[src/rtl/hub75_bcm_scanner.sv]
// hub75_bcm_scanner: HUB75 row-pair scan driver with binary-code-modulated colour planes.
// Optional BRIGHTNESS_EN adds an 8-bit brightness input that scales each plane's on-time.
module hub75_bcm_scanner #(
   parameter int COLS       = 64,
   parameter int SCAN_ROWS  = 16,
   parameter int COLOR_BITS = 4,
   parameter int CLK_DIV    = 2,
   parameter int BASE_ON    = 64,
   localparam int ROW_BITS  = $clog2(SCAN_ROWS),
   localparam int COL_BITS  = $clog2(COLS)
) (
   input  logic                         clk,
   input  logic                         rst,
   input  logic                         en,
`ifdef BRIGHTNESS_EN
   input  logic [7:0]                   brightness,
`endif
   output logic                         fb_rd,
   output logic [ROW_BITS+COL_BITS-1:0] fb_addr,
   input  logic [3*COLOR_BITS-1:0]      fb_top,
   input  logic [3*COLOR_BITS-1:0]      fb_bot,
   output logic [ROW_BITS-1:0]          ADDR,
   output logic                         R0,
   output logic                         G0,
   output logic                         B0,
   output logic                         R1,
   output logic                         G1,
   output logic                         B1,
   output logic                         CLK_OUT,
   output logic                         LAT,
   output logic                         OE,
   output logic                         frame_done
);
   localparam int PW = (COLOR_BITS > 1) ? $clog2(COLOR_BITS) : 1;
   localparam int DW = $clog2(CLK_DIV);
   localparam int OW = $clog2((BASE_ON << (COLOR_BITS - 1)) + 1);
   localparam int IW = $clog2(3 * COLOR_BITS);

   typedef enum logic [2:0] {IDLE, PREFETCH, SHIFT, BLANK, LATCH, ON} state_t;
   state_t state, state_nx;

   logic [ROW_BITS-1:0]     row;
   logic [PW-1:0]           plane;
   logic [COL_BITS-1:0]     col, rd_col;
   logic [DW-1:0]           div;
   logic [OW-1:0]           on_cnt, on_full, on_len;
   logic                    on_dark, rd_q;
   logic [3*COLOR_BITS-1:0] top_q, bot_q, top_px, bot_px;
   logic [IW-1:0]           ir, ig, ib;
   logic                    slot_start, slot_end, last_col, last_plane, last_row, frame_end, on_end;

   assign slot_start = state == SHIFT && div == '0;
   assign slot_end   = state == SHIFT && div == DW'(CLK_DIV - 1);
   assign last_col   = col == COL_BITS'(COLS - 1);
   assign last_plane = plane == PW'(COLOR_BITS - 1);
   assign last_row   = row == ROW_BITS'(SCAN_ROWS - 1);
   assign frame_end  = last_plane && last_row;
   assign on_end     = on_cnt == '0;
   assign on_full    = OW'(BASE_ON) << plane;

`ifdef BRIGHTNESS_EN
   logic [OW+8:0] on_prod;
   assign on_prod = (OW+9)'(on_full) * (OW+9)'(brightness + 9'd1);
   assign on_len  = OW'(on_prod >> 8);
`else
   assign on_len  = on_full;
`endif

   // The first slot's pixel arrives straight from the RAM; later slots use the held copy,
   // so the RAM only has to present data for the single cycle after each read.
   assign top_px = rd_q ? fb_top : top_q;
   assign bot_px = rd_q ? fb_bot : bot_q;
   assign ib     = IW'(plane);
   assign ig     = IW'(COLOR_BITS) + IW'(plane);
   assign ir     = IW'(2 * COLOR_BITS) + IW'(plane);

   assign rd_col  = (state == SHIFT) ? col + 1'b1 : '0;
   assign fb_addr = {row, rd_col};
   assign fb_rd   = state == PREFETCH || (slot_start && !last_col);
   assign CLK_OUT = state == SHIFT && div >= DW'(CLK_DIV / 2);
   assign LAT     = state == LATCH;
   assign OE      = !(state == ON && !on_dark);

   always_comb begin
      state_nx = state;
      case (state)
         IDLE:     state_nx = en ? PREFETCH : IDLE;
         PREFETCH: state_nx = SHIFT;
         SHIFT:    state_nx = (slot_end && last_col) ? BLANK : SHIFT;
         BLANK:    state_nx = LATCH;
         LATCH:    state_nx = ON;
         ON:       state_nx = !on_end ? ON : (frame_end && !en) ? IDLE : PREFETCH;
         default:  state_nx = IDLE;
      endcase
   end

   always_ff @(posedge clk or negedge rst) begin
      if (!rst) begin
         state      <= IDLE;
         row        <= '0;
         plane      <= '0;
         col        <= '0;
         div        <= '0;
         on_cnt     <= '0;
         on_dark    <= 1'b0;
         rd_q       <= 1'b0;
         top_q      <= '0;
         bot_q      <= '0;
         ADDR       <= '0;
         {R0, G0, B0, R1, G1, B1} <= '0;
         frame_done <= 1'b0;
      end else begin
         state      <= state_nx;
         rd_q       <= fb_rd;
         frame_done <= 1'b0;
         if (rd_q) begin
            top_q <= fb_top;
            bot_q <= fb_bot;
         end
         if (state == IDLE) begin
            row   <= '0;
            plane <= '0;
         end
         if (state == PREFETCH) begin
            col <= '0;
            div <= '0;
         end
         if (state == SHIFT) begin
            div <= slot_end ? '0 : div + 1'b1;
            if (slot_end) col <= col + 1'b1;
         end
         if (slot_start)
            {R0, G0, B0, R1, G1, B1} <= {top_px[ir], top_px[ig], top_px[ib], bot_px[ir], bot_px[ig], bot_px[ib]};
         if (state == BLANK) ADDR <= row;
         // A zero-length plane still spends one ON cycle, but dark.
         if (state == LATCH) begin
            on_cnt  <= (on_len == '0) ? '0 : on_len - 1'b1;
            on_dark <= on_len == '0;
         end
         if (state == ON) begin
            on_cnt <= on_cnt - 1'b1;
            if (on_end) begin
               plane      <= last_plane ? '0 : plane + 1'b1;
               frame_done <= frame_end;
               if (last_plane) row <= last_row ? '0 : row + 1'b1;
            end
         end
      end
   end
endmodule

[config.mk]
export PLATFORM = sky130hd
export DESIGN_NAME = hub75_bcm_scanner
export DESIGN_NICKNAME = d
export VERILOG_FILES = /design/src/rtl/hub75_bcm_scanner.sv
export SDC_FILE = /design/constraint.sdc
export NUM_CORES = 1
export LEC_CHECK = 0
export ABC_AREA = 1
export BUFFER_PORTS_ARGS = -buffer_cell sky130_fd_sc_hd__buf_2
export CORE_ASPECT_RATIO = 1.75
export CORE_MARGIN = 1
export CORE_UTILIZATION = 50
export CTS_CLUSTER_SIZE = 20
export DETAILED_ROUTE_END_ITERATION = 10
export PLACE_DENSITY = 0.82
export SETUP_SLACK_MARGIN = 0.02
export SYNTH_ARGS = -nofsm -noshare
export SYNTH_HDL_FRONTEND = slang
export SYNTH_SLANG_ARGS = --single-unit
[constraint.sdc]
create_clock -name clk -period 2.2 [get_ports clk]
set_clock_uncertainty 0.2 [all_clocks]
set_input_delay 0.22 -clock clk [delete_from_list [all_inputs] [get_ports clk]]
set_output_delay 0.22 -clock clk [all_outputs]
set_load 0.01 [all_outputs]
==> impl_metrics.csv <==
group,metric,value,unit
yosys,yosys_register_bits,63,
timing,period_share,94.46,%
routing,wl,7.660,mm
grt,grt.total_usage,25.29,%
worst_setup_path,crit_type,"reg2out",
routing,viasPerCell,5.297,
worst_setup_path,cpMostUsedCell,"inv_2",
layout,syn_to_final_growth,24.83,%
yosys,ys_warn_count,0,
routing,routed-via-count,3083,
timing,tightest_slew,390.3,ps
placement,portBuffers,51,
placement,gp_congestion,0.8943,
placement,dp_hpwl,5.302,mm
yosys,synth.cell_area,3236,µm²
yosys,ys.flop_type,"dfrtp_1",
timing,hold_viol_final,0,
yosys,async_flop_share,100.0,%
grt,antenna_found_initial,0,
floorplanning,dieWidth,62.81,µm
timing,finalSetupViolCount,0,
worst_setup_path,crit_arrival,1660,ps
clock_tree,clock_sinks,63,
yosys,synth_top_area_share,48.72,%
yosys,syn_nets,450,
yosys,synth_edf_count,0,
routing,drc,0,
routing,drtPass1Iterations,4,
clock_tree,cts.htree.levels,3,
placement,preCtsSetupSlack,244.4,ps
grt,grt_pass1_vias,3052,
worst_setup_path,worstPathRequired,1780,ps
pwr,power_density,555.6,nW/µm²
grt,grt_max_degree,64,
timing,final.setup.worst_slack,121.9,ps
timing,fin_crit,2078,ps
layout,antenna_cells,0,
yosys,syn-mean-instance-area,7.815,µm²
clock_tree,clockBufferDepth,2,
floorplanning,io-pin-count,52,
floorplanning,die-area,6810,µm²
clock_tree,clock_latency,350,ps
placement,placed_cell_area,3581,µm²
routing,drtIter0Drc,127,
floorplanning,rows,38,
timing,max_slew_margin,73.98,%
clock_tree,cts_buffers,9,
grt,grt_pass1_wl,13.17,mm
floorplanning,die_h,108.4,µm
routing,wire_per_inst,13.16,µm
yosys,yosysSeqAreaShare,48.72,%
clock_tree,clk_pin_slew_worst_paths,60,ps
floorplanning,core_area,6228,µm²
hold_path,hp-class,"in2reg",
worst_setup_path,critPathSlowestCell,"dfrtp_2",
clock_tree,root_buffer,"clkbuf_8",
worst_setup_path,cp-end-kind,"primary output",
worst_setup_path,cp_num_buf_inv,3,
grt,grt.overflow.total,0,
layout,nNetsFinal,534,
yosys,yosysTopAreaCell,"dfrtp_1",
routing,detail-route-antenna-nets,0,
worst_setup_path,crit_fanout,9,
worst_setup_path,crit_family,"flip-flops",
timing,max_freq,0.4812,GHz
floorplanning,initial_core_util,51.95,%
worst_setup_path,crit_chain,"nor3_4 > inv_2 > nor2_4 > inv_2 > o21ai_2 > buf_2",
timing,drv_slew,0,
yosys,synth_most_common_cell,"nand2_1",
layout,drive_gt1_share,17.53,%
clock_tree,cts_tree,"yes",
yosys,synth.area.top_cells,"dfrtp_1, nand2_1, nand3_1",
worst_setup_path,critPathLaunchType,"flop",
layout,postLayoutCellArea,4039,µm²
pwr,peakVddDrop,418.1,µV
flow_run,drv_cap,0,
yosys,ys_top_cells_by_count,"nand2_1, nand3_1, dfrtp_1",
yosys,syn_inst,414,
yosys,ys_types,30,
pwr,p_leak,2.169,nW
worst_setup_path,max_stage_delay,470,ps
outcome,status,"completed",
[area by class of cell]
class	count	area (µm²)
repair buffers	84	578.1
inverters	39	147.6
well taps	80	100.1
clock buffers	15	176.4
multi-input cells	301	1458
flip-flops and latches	63	1579
fillers	510	2190
[power breakdown]
part	switching, mW	internal (mW)
registers	0.00961	1.19
logic	0.0715	0.0678
clock network	0.412	0.497
[cell usage in the layout (no fill, tap or decap), types with 2 or more instances in the layout]
master         instances
mux2_2                 2
inv_1                 35
o21ai_0               20
nand2_1              145
inv_2                  3
nand3_1               70
dfrtp_1               61
nand2_2                2
o22ai_1                3
nand4_1                3
nor2_1                25
a21oi_1                5
xnor2_1                2
clkbuf_8              12
buf_2                 51
ha_1                   9
dlygate4sd3_1         25
buf_4                  7
dfrtp_2                2
xor2_1                 2
clkbuf_1               3
o211ai_1               4
[path summary, 6_finish.rpt]
| check | cells past startpoint | startpoint | slack (ps) | endpoint |
|---|---|---|---|---|
| setup reg to reg | 8 | plane[1] | 180 | on_cnt[5] |
| hold / removal | 5 | en | 40 | state[0] |
| setup / recovery | 6 | state[2] | 120 | fb_rd |
| min in group asynchronous | 3 | rst | 210 | top_q[10] |
| max in group asynchronous | 3 | rst | 1290 | state[2] |
| hold reg to reg | 2 | bot_q[10] | 270 | bot_q[10] |
[per-layer routing]
layer  vias up  global-route usage [%]  share of wire [%]  routed length, µm
met5         -                       0                  0                  0
li1       1503                       -                  -                  -
met3        40                   5.485                4.4                336
met4         0                   19.10                5.7                438
met2        98                   44.95                 54               4099
met1      1442                   25.58                 36               2785
[registers in the layout, summed over array words and instances (netlist names), 2 cells and up]
register and cells:
ADDR 4, state 3, row 4, col 6, top_q 12, bot_q 12
on_cnt 10, plane 2
[through the flow]
| stage | setup TNS (ps) | instances | util [%] | power (mW) | hold WS [ps] |
|---|---|---|---|---|---|
| 2_1_floorplan | 0 | 414 | - | 1.252 | -275.6 |
| 3_3_place_gp | 0 | 539 | 57.49 | 1.317 | 53.51 |
| 3_5_place_dp | 0 | 539 | 57.49 | 1.320 | 55.28 |
| 4_1_cts | 0 | 580 | 64.50 | 2.265 | 28.50 |
| 5_1_grt | -14.91 | 582 | 64.85 | 2.326 | 84.15 |
| 6_report | 0 | 582 | 64.85 | 2.244 | 36.72 |
[cell families after synthesis]
kind of cell               share of synthesized area [%]
xor gates and xnor gates                           1.083
AOI/OAI and AO/OA                                  6.149
muxes                                             0.6960
DFF                                                48.72
and+or+nand+nor                                    33.45
buffers and inverters                              6.419
adders and majority gates                          3.480
[tightest hold or removal path, delay by kind of cell]
| kind | cells | cell delay [ps] |
|---|---|---|
| buffers and inverters | 2 | 120 |
| AND/OR/NAND/NOR | 2 | 140 |
| AO/OA/AOI/OAI | 1 | 70 |
[repair_timing]
| item | 4_1_cts | 5_1_grt |
|---|---|---|
| gates resized for setup | 2 | 1 |
| pin swaps | 1 | 0 |
| hold buffers | 25 | 0 |
| setup buffers | 1 | 2 |
| endpoints found under the setup margin | 1 | 1 |
| endpoints found under the hold margin | 87 | 0 |
| cloned | 0 | 0 |
Power figures use the tool's default switching activity.
